--- src/rtl/csr_pkg.sv ---
// rtl/csr_pkg.sv - CSR addresses, write-op encodings, bit indices and WARL masks
package csr_pkg;

    localparam logic [11:0] A_MSTATUS   = 12'h300;
    localparam logic [11:0] A_MISA      = 12'h301;
    localparam logic [11:0] A_MIE       = 12'h304;
    localparam logic [11:0] A_MTVEC     = 12'h305;
    localparam logic [11:0] A_MSCRATCH  = 12'h340;
    localparam logic [11:0] A_MEPC      = 12'h341;
    localparam logic [11:0] A_MCAUSE    = 12'h342;
    localparam logic [11:0] A_MTVAL     = 12'h343;
    localparam logic [11:0] A_MIP       = 12'h344;
    localparam logic [11:0] A_MCYCLE    = 12'hB00;
    localparam logic [11:0] A_MCYCLEH   = 12'hB80;
    localparam logic [11:0] A_MINSTRET  = 12'hB02;
    localparam logic [11:0] A_MINSTRETH = 12'hB82;
    localparam logic [11:0] A_CYCLE     = 12'hC00;
    localparam logic [11:0] A_CYCLEH    = 12'hC80;
    localparam logic [11:0] A_INSTRET   = 12'hC02;
    localparam logic [11:0] A_INSTRETH  = 12'hC82;
    localparam logic [11:0] A_MHARTID   = 12'hF14;

    typedef enum logic [1:0] {
        WOP_WRITE = 2'b00,
        WOP_SET   = 2'b01,
        WOP_CLEAR = 2'b10,
        WOP_NONE  = 2'b11
    } wop_e;

    localparam int MIE_BIT  = 3;
    localparam int MPIE_BIT = 7;
    localparam int MSI_BIT  = 3;
    localparam int MTI_BIT  = 7;
    localparam int MEI_BIT  = 11;

    localparam logic [31:0] MSTATUS_MPP  = 32'h0000_1800;
    localparam logic [31:0] MSTATUS_MASK = 32'h0000_0088;
    localparam logic [31:0] MIE_MASK     = 32'h0000_0888;
    localparam logic [31:0] MTVEC_MASK   = 32'hFFFF_FFFD;
    localparam logic [31:0] MEPC_MASK    = 32'hFFFF_FFFC;

    function automatic logic [31:0] apply_op(input wop_e op, input logic [31:0] old,
                                             input logic [31:0] d);
        case (op)
            WOP_WRITE: return d;
            WOP_SET:   return old | d;
            WOP_CLEAR: return old & ~d;
            default:   return old;
        endcase
    endfunction

endpackage

--- src/rtl/csr_counter.sv ---
// rtl/csr_counter.sv - W-bit free-running counter with 32-bit lo/hi write and read ports
module csr_counter #(
    parameter int W = 64
) (
    input  logic        clk,
    input  logic        rst,
    input  logic        inc_i,
    input  logic        we_lo_i,
    input  logic        we_hi_i,
    input  logic [31:0] wdata_i,
    output logic [31:0] lo_o,
    output logic [31:0] hi_o
);

    logic [W-1:0] cnt;

    // A half write replaces that half and suppresses the increment for the cycle.
    always_ff @(posedge clk) begin
        if (rst) begin
            cnt <= '0;
        end else if (we_lo_i) begin
            cnt <= {cnt[W-1:32], wdata_i};
        end else if (we_hi_i) begin
            cnt <= {wdata_i[W-33:0], cnt[31:0]};
        end else if (inc_i) begin
            cnt <= cnt + {{(W-1){1'b0}}, 1'b1};
        end
    end

    assign lo_o = cnt[31:0];
    assign hi_o = 32'(cnt[W-1:32]);

endmodule

--- src/rtl/csr_unit.sv ---
// rtl/csr_unit.sv - machine-mode CSR file with trap/mret stacking, RMW writes, mip and counters
module csr_unit
    import csr_pkg::*;
#(
    parameter int          CNT_WIDTH = 64,
    parameter logic [31:0] HART_ID   = 32'h0,
    parameter logic [31:0] MTVEC_RST = 32'h0000_0000,
    parameter logic [31:0] MISA_VAL  = 32'h4000_0100
) (
    input  logic        clk,
    input  logic        rst,
    input  logic [11:0] raddr_i,
    output logic [31:0] rdata_o,
    output logic        rillegal_o,
    input  logic        we_i,
    input  logic [11:0] waddr_i,
    input  logic [1:0]  wop_i,
    input  logic [31:0] wdata_i,
    output logic        willegal_o,
    input  logic        trap_i,
    input  logic [31:0] trap_cause_i,
    input  logic [31:0] trap_pc_i,
    input  logic [31:0] trap_val_i,
    input  logic        mret_i,
    input  logic        retire_i,
    input  logic        irq_ext_i,
    input  logic        irq_tmr_i,
    input  logic        irq_sw_i,
    output logic [31:0] mtvec_o,
    output logic [31:0] mepc_o,
    output logic        irq_pending_o
);

    logic        mie_en, mpie;
    logic [31:0] mie_r, mtvec_r, mscratch_r, mepc_r, mcause_r, mtval_r;
    logic [2:0]  mip_r;
    logic [31:0] mstatus_val, mip_val;
    logic [31:0] cyc_lo, cyc_hi, ins_lo, ins_hi;
    logic [32:0] rd_res, wr_old;
    logic [31:0] wraw, wnew;
    logic        writable, wr_en;

    assign mstatus_val = MSTATUS_MPP | (32'(mpie) << MPIE_BIT) | (32'(mie_en) << MIE_BIT);
    assign mip_val     = (32'(mip_r[2]) << MEI_BIT) | (32'(mip_r[1]) << MTI_BIT)
                       | (32'(mip_r[0]) << MSI_BIT);

    // Returns {implemented, value} for an address.
    function automatic logic [32:0] csr_read(input logic [11:0] a);
        case (a)
            A_MSTATUS:              return {1'b1, mstatus_val};
            A_MISA:                 return {1'b1, MISA_VAL};
            A_MIE:                  return {1'b1, mie_r};
            A_MTVEC:                return {1'b1, mtvec_r};
            A_MSCRATCH:             return {1'b1, mscratch_r};
            A_MEPC:                 return {1'b1, mepc_r};
            A_MCAUSE:               return {1'b1, mcause_r};
            A_MTVAL:                return {1'b1, mtval_r};
            A_MIP:                  return {1'b1, mip_val};
            A_MCYCLE, A_CYCLE:      return {1'b1, cyc_lo};
            A_MCYCLEH, A_CYCLEH:    return {1'b1, cyc_hi};
            A_MINSTRET, A_INSTRET:  return {1'b1, ins_lo};
            A_MINSTRETH, A_INSTRETH: return {1'b1, ins_hi};
            A_MHARTID:              return {1'b1, HART_ID};
            default:                return 33'h0;
        endcase
    endfunction

    always_comb begin
        writable = 1'b0;
        wr_old   = csr_read(waddr_i);
        wraw     = apply_op(wop_e'(wop_i), wr_old[31:0], wdata_i);
        wnew     = wraw;
        case (waddr_i)
            A_MSTATUS: begin writable = 1'b1; wnew = MSTATUS_MPP | (wraw & MSTATUS_MASK); end
            A_MIE:     begin writable = 1'b1; wnew = wraw & MIE_MASK; end
            A_MTVEC:   begin writable = 1'b1; wnew = wraw & MTVEC_MASK; end
            A_MEPC:    begin writable = 1'b1; wnew = wraw & MEPC_MASK; end
            A_MIP:     begin writable = 1'b1; wnew = wr_old[31:0]; end
            A_MSCRATCH, A_MCAUSE, A_MTVAL,
            A_MCYCLE, A_MCYCLEH, A_MINSTRET, A_MINSTRETH: writable = 1'b1;
            default: ;
        endcase
    end

    assign willegal_o = we_i & ~writable;
    assign wr_en      = we_i & writable & (wop_i != WOP_NONE) & ~trap_i & ~mret_i;

    always_comb begin
        rd_res     = csr_read(raddr_i);
        rillegal_o = ~rd_res[32];
        rdata_o    = (wr_en && waddr_i == raddr_i) ? wnew : rd_res[31:0];
    end

    always_ff @(posedge clk) begin
        if (rst) begin
            mie_en     <= 1'b0;
            mpie       <= 1'b0;
            mie_r      <= '0;
            mtvec_r    <= MTVEC_RST;
            mscratch_r <= '0;
            mepc_r     <= '0;
            mcause_r   <= '0;
            mtval_r    <= '0;
            mip_r      <= '0;
        end else begin
            mip_r <= {irq_ext_i, irq_tmr_i, irq_sw_i};
            if (trap_i) begin
                mepc_r   <= trap_pc_i & MEPC_MASK;
                mcause_r <= trap_cause_i;
                mtval_r  <= trap_val_i;
                mpie     <= mie_en;
                mie_en   <= 1'b0;
            end else if (mret_i) begin
                mie_en <= mpie;
                mpie   <= 1'b1;
            end else if (wr_en) begin
                case (waddr_i)
                    A_MSTATUS: begin
                        mie_en <= wnew[MIE_BIT];
                        mpie   <= wnew[MPIE_BIT];
                    end
                    A_MIE:      mie_r      <= wnew;
                    A_MTVEC:    mtvec_r    <= wnew;
                    A_MSCRATCH: mscratch_r <= wnew;
                    A_MEPC:     mepc_r     <= wnew;
                    A_MCAUSE:   mcause_r   <= wnew;
                    A_MTVAL:    mtval_r    <= wnew;
                    default: ;
                endcase
            end
        end
    end

    csr_counter #(.W(CNT_WIDTH)) u_mcycle (
        .clk(clk), .rst(rst), .inc_i(1'b1),
        .we_lo_i(wr_en && waddr_i == A_MCYCLE), .we_hi_i(wr_en && waddr_i == A_MCYCLEH),
        .wdata_i(wnew), .lo_o(cyc_lo), .hi_o(cyc_hi)
    );

    csr_counter #(.W(CNT_WIDTH)) u_minstret (
        .clk(clk), .rst(rst), .inc_i(retire_i),
        .we_lo_i(wr_en && waddr_i == A_MINSTRET), .we_hi_i(wr_en && waddr_i == A_MINSTRETH),
        .wdata_i(wnew), .lo_o(ins_lo), .hi_o(ins_hi)
    );

    assign mtvec_o       = mtvec_r;
    assign mepc_o        = mepc_r;
    assign irq_pending_o = mie_en & |(mie_r & mip_val);

endmodule
--- config.mk ---
export PLATFORM = sky130hd
export DESIGN_NAME = csr_unit
export DESIGN_NICKNAME = d
export VERILOG_FILES = /design/src/rtl/csr_pkg.sv /design/src/rtl/csr_counter.sv /design/src/rtl/csr_unit.sv
export SDC_FILE = /design/constraint.sdc
export NUM_CORES = 1
export LEC_CHECK = 0
export ABC_AREA = 0
export CORE_MARGIN = 2
export CORE_UTILIZATION = 35
export DETAILED_ROUTE_END_ITERATION = 12
export PLACE_DENSITY = 0.53
export REMOVE_ABC_BUFFERS = 1
export SLEW_MARGIN = 30
export SYNTH_ARGS = -nofsm -noshare
export SYNTH_HDL_FRONTEND = slang
export SYNTH_SLANG_ARGS = --single-unit
--- constraint.sdc ---
create_clock -name clk -period 3.8 [get_ports clk]
set_clock_uncertainty 0.2 [all_clocks]
set_input_delay 0.38 -clock clk [delete_from_list [all_inputs] [get_ports clk]]
set_output_delay 0.38 -clock clk [all_outputs]
set_load 0.01 [all_outputs]
==> results.ini <==
[cells_and_area]
fin_nets = 3726
final_cells = 4466
final_common_cell = buf_4
final_cell_mix = buf_4, dfxtp_1, nand2_1
layout-drive-gt1-share = 0.249
design_area_um2 = 33000
syn2layout_area_growth_pct = 42.9

[placed_design]
place_inst = 4339
place.port_buffers = 259
hpwlAfterDp_mm = 120
dpl-instance-area_um2 = 31000
finalWeightedCongestion = 1.07

[critical_path]
cp_max_fo = 10
worst_path_largest_cell_delay_ps = 560
path_class = input port to output port
end_kind = output port
reg2reg_from = u_mcycle.cnt[5]$_SDFFE_PP0P_
crit_top_cell = buf_4
required_ps = 3220
cp_slowest_cell = clkdlybuf4s50_1
cp-start-kind = input port
reg2reg_depth = 8
reg2reg_to = u_mcycle.cnt[39]$_SDFFE_PP0N_
arrival_ps = 3390
r2r_slack_ps = 280
path_cells = clkdlybuf4s50_1, buf_4, buf_4, nor4b_4, buf_4, and3_1, buf_4, a222oi_1, nand2_1, o21bai_2, a21oi_1, clkdlybuf4s50_1

[power_and_ir_drop]
swShare = 0.284
p_int_mw = 6.63
p_seq_frac = 0.387
irDropWorstVdd_mv = 0.284
power_frac_comb = 0.144
clkPwrFrac = 0.469
power_density_nw_per_um2 = 280
p_sw_mw = 2.62
p_leak_nw = 12.2

[floorplan]
initial_core_util = 0.353
dieWidth_um = 261
die_y_um = 261
std_cell_rows = 94
die_area_um2 = 68100
core_um2 = 65500
pin_count = 262

[cts]
cts_buffer_depth = 3
clk_pin_slew_ps = 60
numCtsBuffers = 42
cts_root_buffer = clkbuf_16
clkSinkCount = 325
clk-insertion-delay-late_ps = 590
htreeDepth = 2
cts_tree = yes

[job]
drv_cap = 0

[outcome]
violations = negative setup slack
status = finished with violations

[grt]
grt_pass1_wl_mm = 221
grt_pass1_vias = 28601
grt_use_total = 0.458
grt-ovfl-total = 0
antenna_found_initial = 9
grt_max_degree = 117

[synth]
synth_warnings = 0
synth_seq_area_share = 0.282
synthArstFlopShare = 0
avgSynthCellArea_um2 = 7.97
synth_cells = 2900
synth_edf_count = 0
yosys.area.top_type_share = 0.282
synth_area_um2 = 23100
ys.flop_type = dfxtp_1
yosysUniqueCellTypes = 113
synth_top_cell_by_area = dfxtp_1
yosys-top-cells-area = dfxtp_1, a21oi_1, nand2_1
ys_ff_latch = 325

[detailed_routing]
drt-pass1-iter-count = 8
drc_errors = 0
drt_wl_total_mm = 164
ant_nets = 0
wl_per_cell_um = 36.8
drt_iter0_drc = 4834
routed_via_density = 6.94
vias = 30989

[sta]
fin_crit_sh = 1.05
slew_viol_final = 0
slew_headroom = 0.314
grt_setup_unrepaired = true
setup_viol = 4
hold_viol_final = 0
tightest_slew_ps = 1020
fmax_mhz = 252
fin_crit_ps = 3970
fin_ws_ps = -172

[hold_path]
worstHoldStart = irq_ext_i
hold_end = mip_r[2]$_SDFF_PP0_
min_path_type = input port to register
min_path_cells = 2

-- cells by family (layout without fill, tap and decap cells) --
| group | after synthesis | after routing | synth area share |
|---|---|---|---|
| xor+xnor | 61 | 61 | 0.0231 |
| flops | 325 | 325 | 0.282 |
| simple gates | 968 | 968 | 0.233 |
| other cells | 0 | 10 | 0 |
| buf+inv | 397 | 1089 | 0.0748 |
| compound gates | 1072 | 1072 | 0.348 |
| fa+ha+maj | 2 | 2 | 0.00108 |
| mux | 75 | 75 | 0.0379 |
-- worst max path at each step --
stage / startpoint / depth (start not counted) / endpoint / slack [ps]
detailed placement: waddr_i[7] / 12 / rdata_o[28] / -390
CTS: raddr_i[3] / 12 / rdata_o[17] / -200
global placement: waddr_i[7] / 11 / rdata_o[13] / -360
finish: waddr_i[3] / 12 / rdata_o[28] / -170
floorplan: waddr_i[7] / 6 / mscratch_r[11]$_SDFFE_PP0P_ / -680
global route: raddr_i[4] / 11 / rdata_o[28] / -240
-- cells in the mapped netlist, types with 37 or more instances --
cell type  number
o21ai_0        79
a22oi_1        91
a31oi_1        53
nand2_1       271
mux2i_1        48
a22o_1         59
nand3_1       120
and4_1         38
buf_2          79
inv_1         110
nor3_1         51
and3_1         37
and2_1         53
o22ai_1        84
nand4_1        65
nor2_1        115
a221oi_1      106
a21oi_1       212
dfxtp_1       325
o211ai_1       84
a211oi_1       38
clkbuf_1      159
nor4_1         55
-- area by class of cell --
type | count | area, um2
timing repair buffer | 903 | 8440
clock inverter | 14 | 209
clock buffer | 61 | 1220
sequential | 325 | 6510
tap | 864 | 1080
antenna | 10 | 25.0
fill | 6247 | 32500
multi-input combinational | 2178 | 15100
inverter | 111 | 418
-- critical path, delay by kind of cell --
family          cells  cell delay (ps)
buf+inv             6             1930
simple gates        3              680
compound gates      3              400
-- sequential cells by signal, summed over array words and instances, names as in the netlist --
name            cells
mcause_r           32
mepc_o             32
mie_en              1
mie_r              32
mip_r               3
mpie                1
mscratch_r         32
mtval_r            32
mtvec_o            32
u_mcycle.cnt       64
u_minstret.cnt     64
-- power by group through the flow --
stage	combinational [mW]	sequential, mW	clock (mW)
after floorplan	0.408	3.62	0
after detailed placement	1.26	3.65	0
after global placement	1.25	3.64	0
after global routing	1.37	3.58	4.48
after CTS	1.28	3.57	4.35
final	1.34	3.58	4.34
-- per-stage QoR --
stage               utilization  setup TNS, ps  power [mW]  hold WS [ps]  setup slack, ps
floorplan                     -         -46020        4.03           245             -676
global placement          0.473          -7980        4.89           262             -356
detailed placement        0.473          -8750        4.91           276             -386
CTS                       0.498           -637        9.20           134             -203
global route              0.503           -642        9.43           150             -241
finish                    0.504           -345        9.25           148             -172
-- routing by layer --
| metal | GRT usage | vias to the layer above | wire (um) |
|---|---|---|---|
| met3 | 0.133 | 692 | 20500 |
| met1 | 0.578 | 14994 | 62500 |
| met4 | 0.326 | 2 | 14300 |
| met2 | 0.667 | 2617 | 67000 |
| met5 | 0 | - | 13 |
| li1 | - | 12684 | - |
-- repair_timing --
item,in CTS,in global routing
pin swaps,12,6
cloned,2,3
endpoints found under the setup margin,32,27
setup buffers,13,23
resized for setup,65,62
hold buffers,1,0
endpoints found under the hold margin,10,0
No activity file was read; power rests on OpenSTA's default activity.
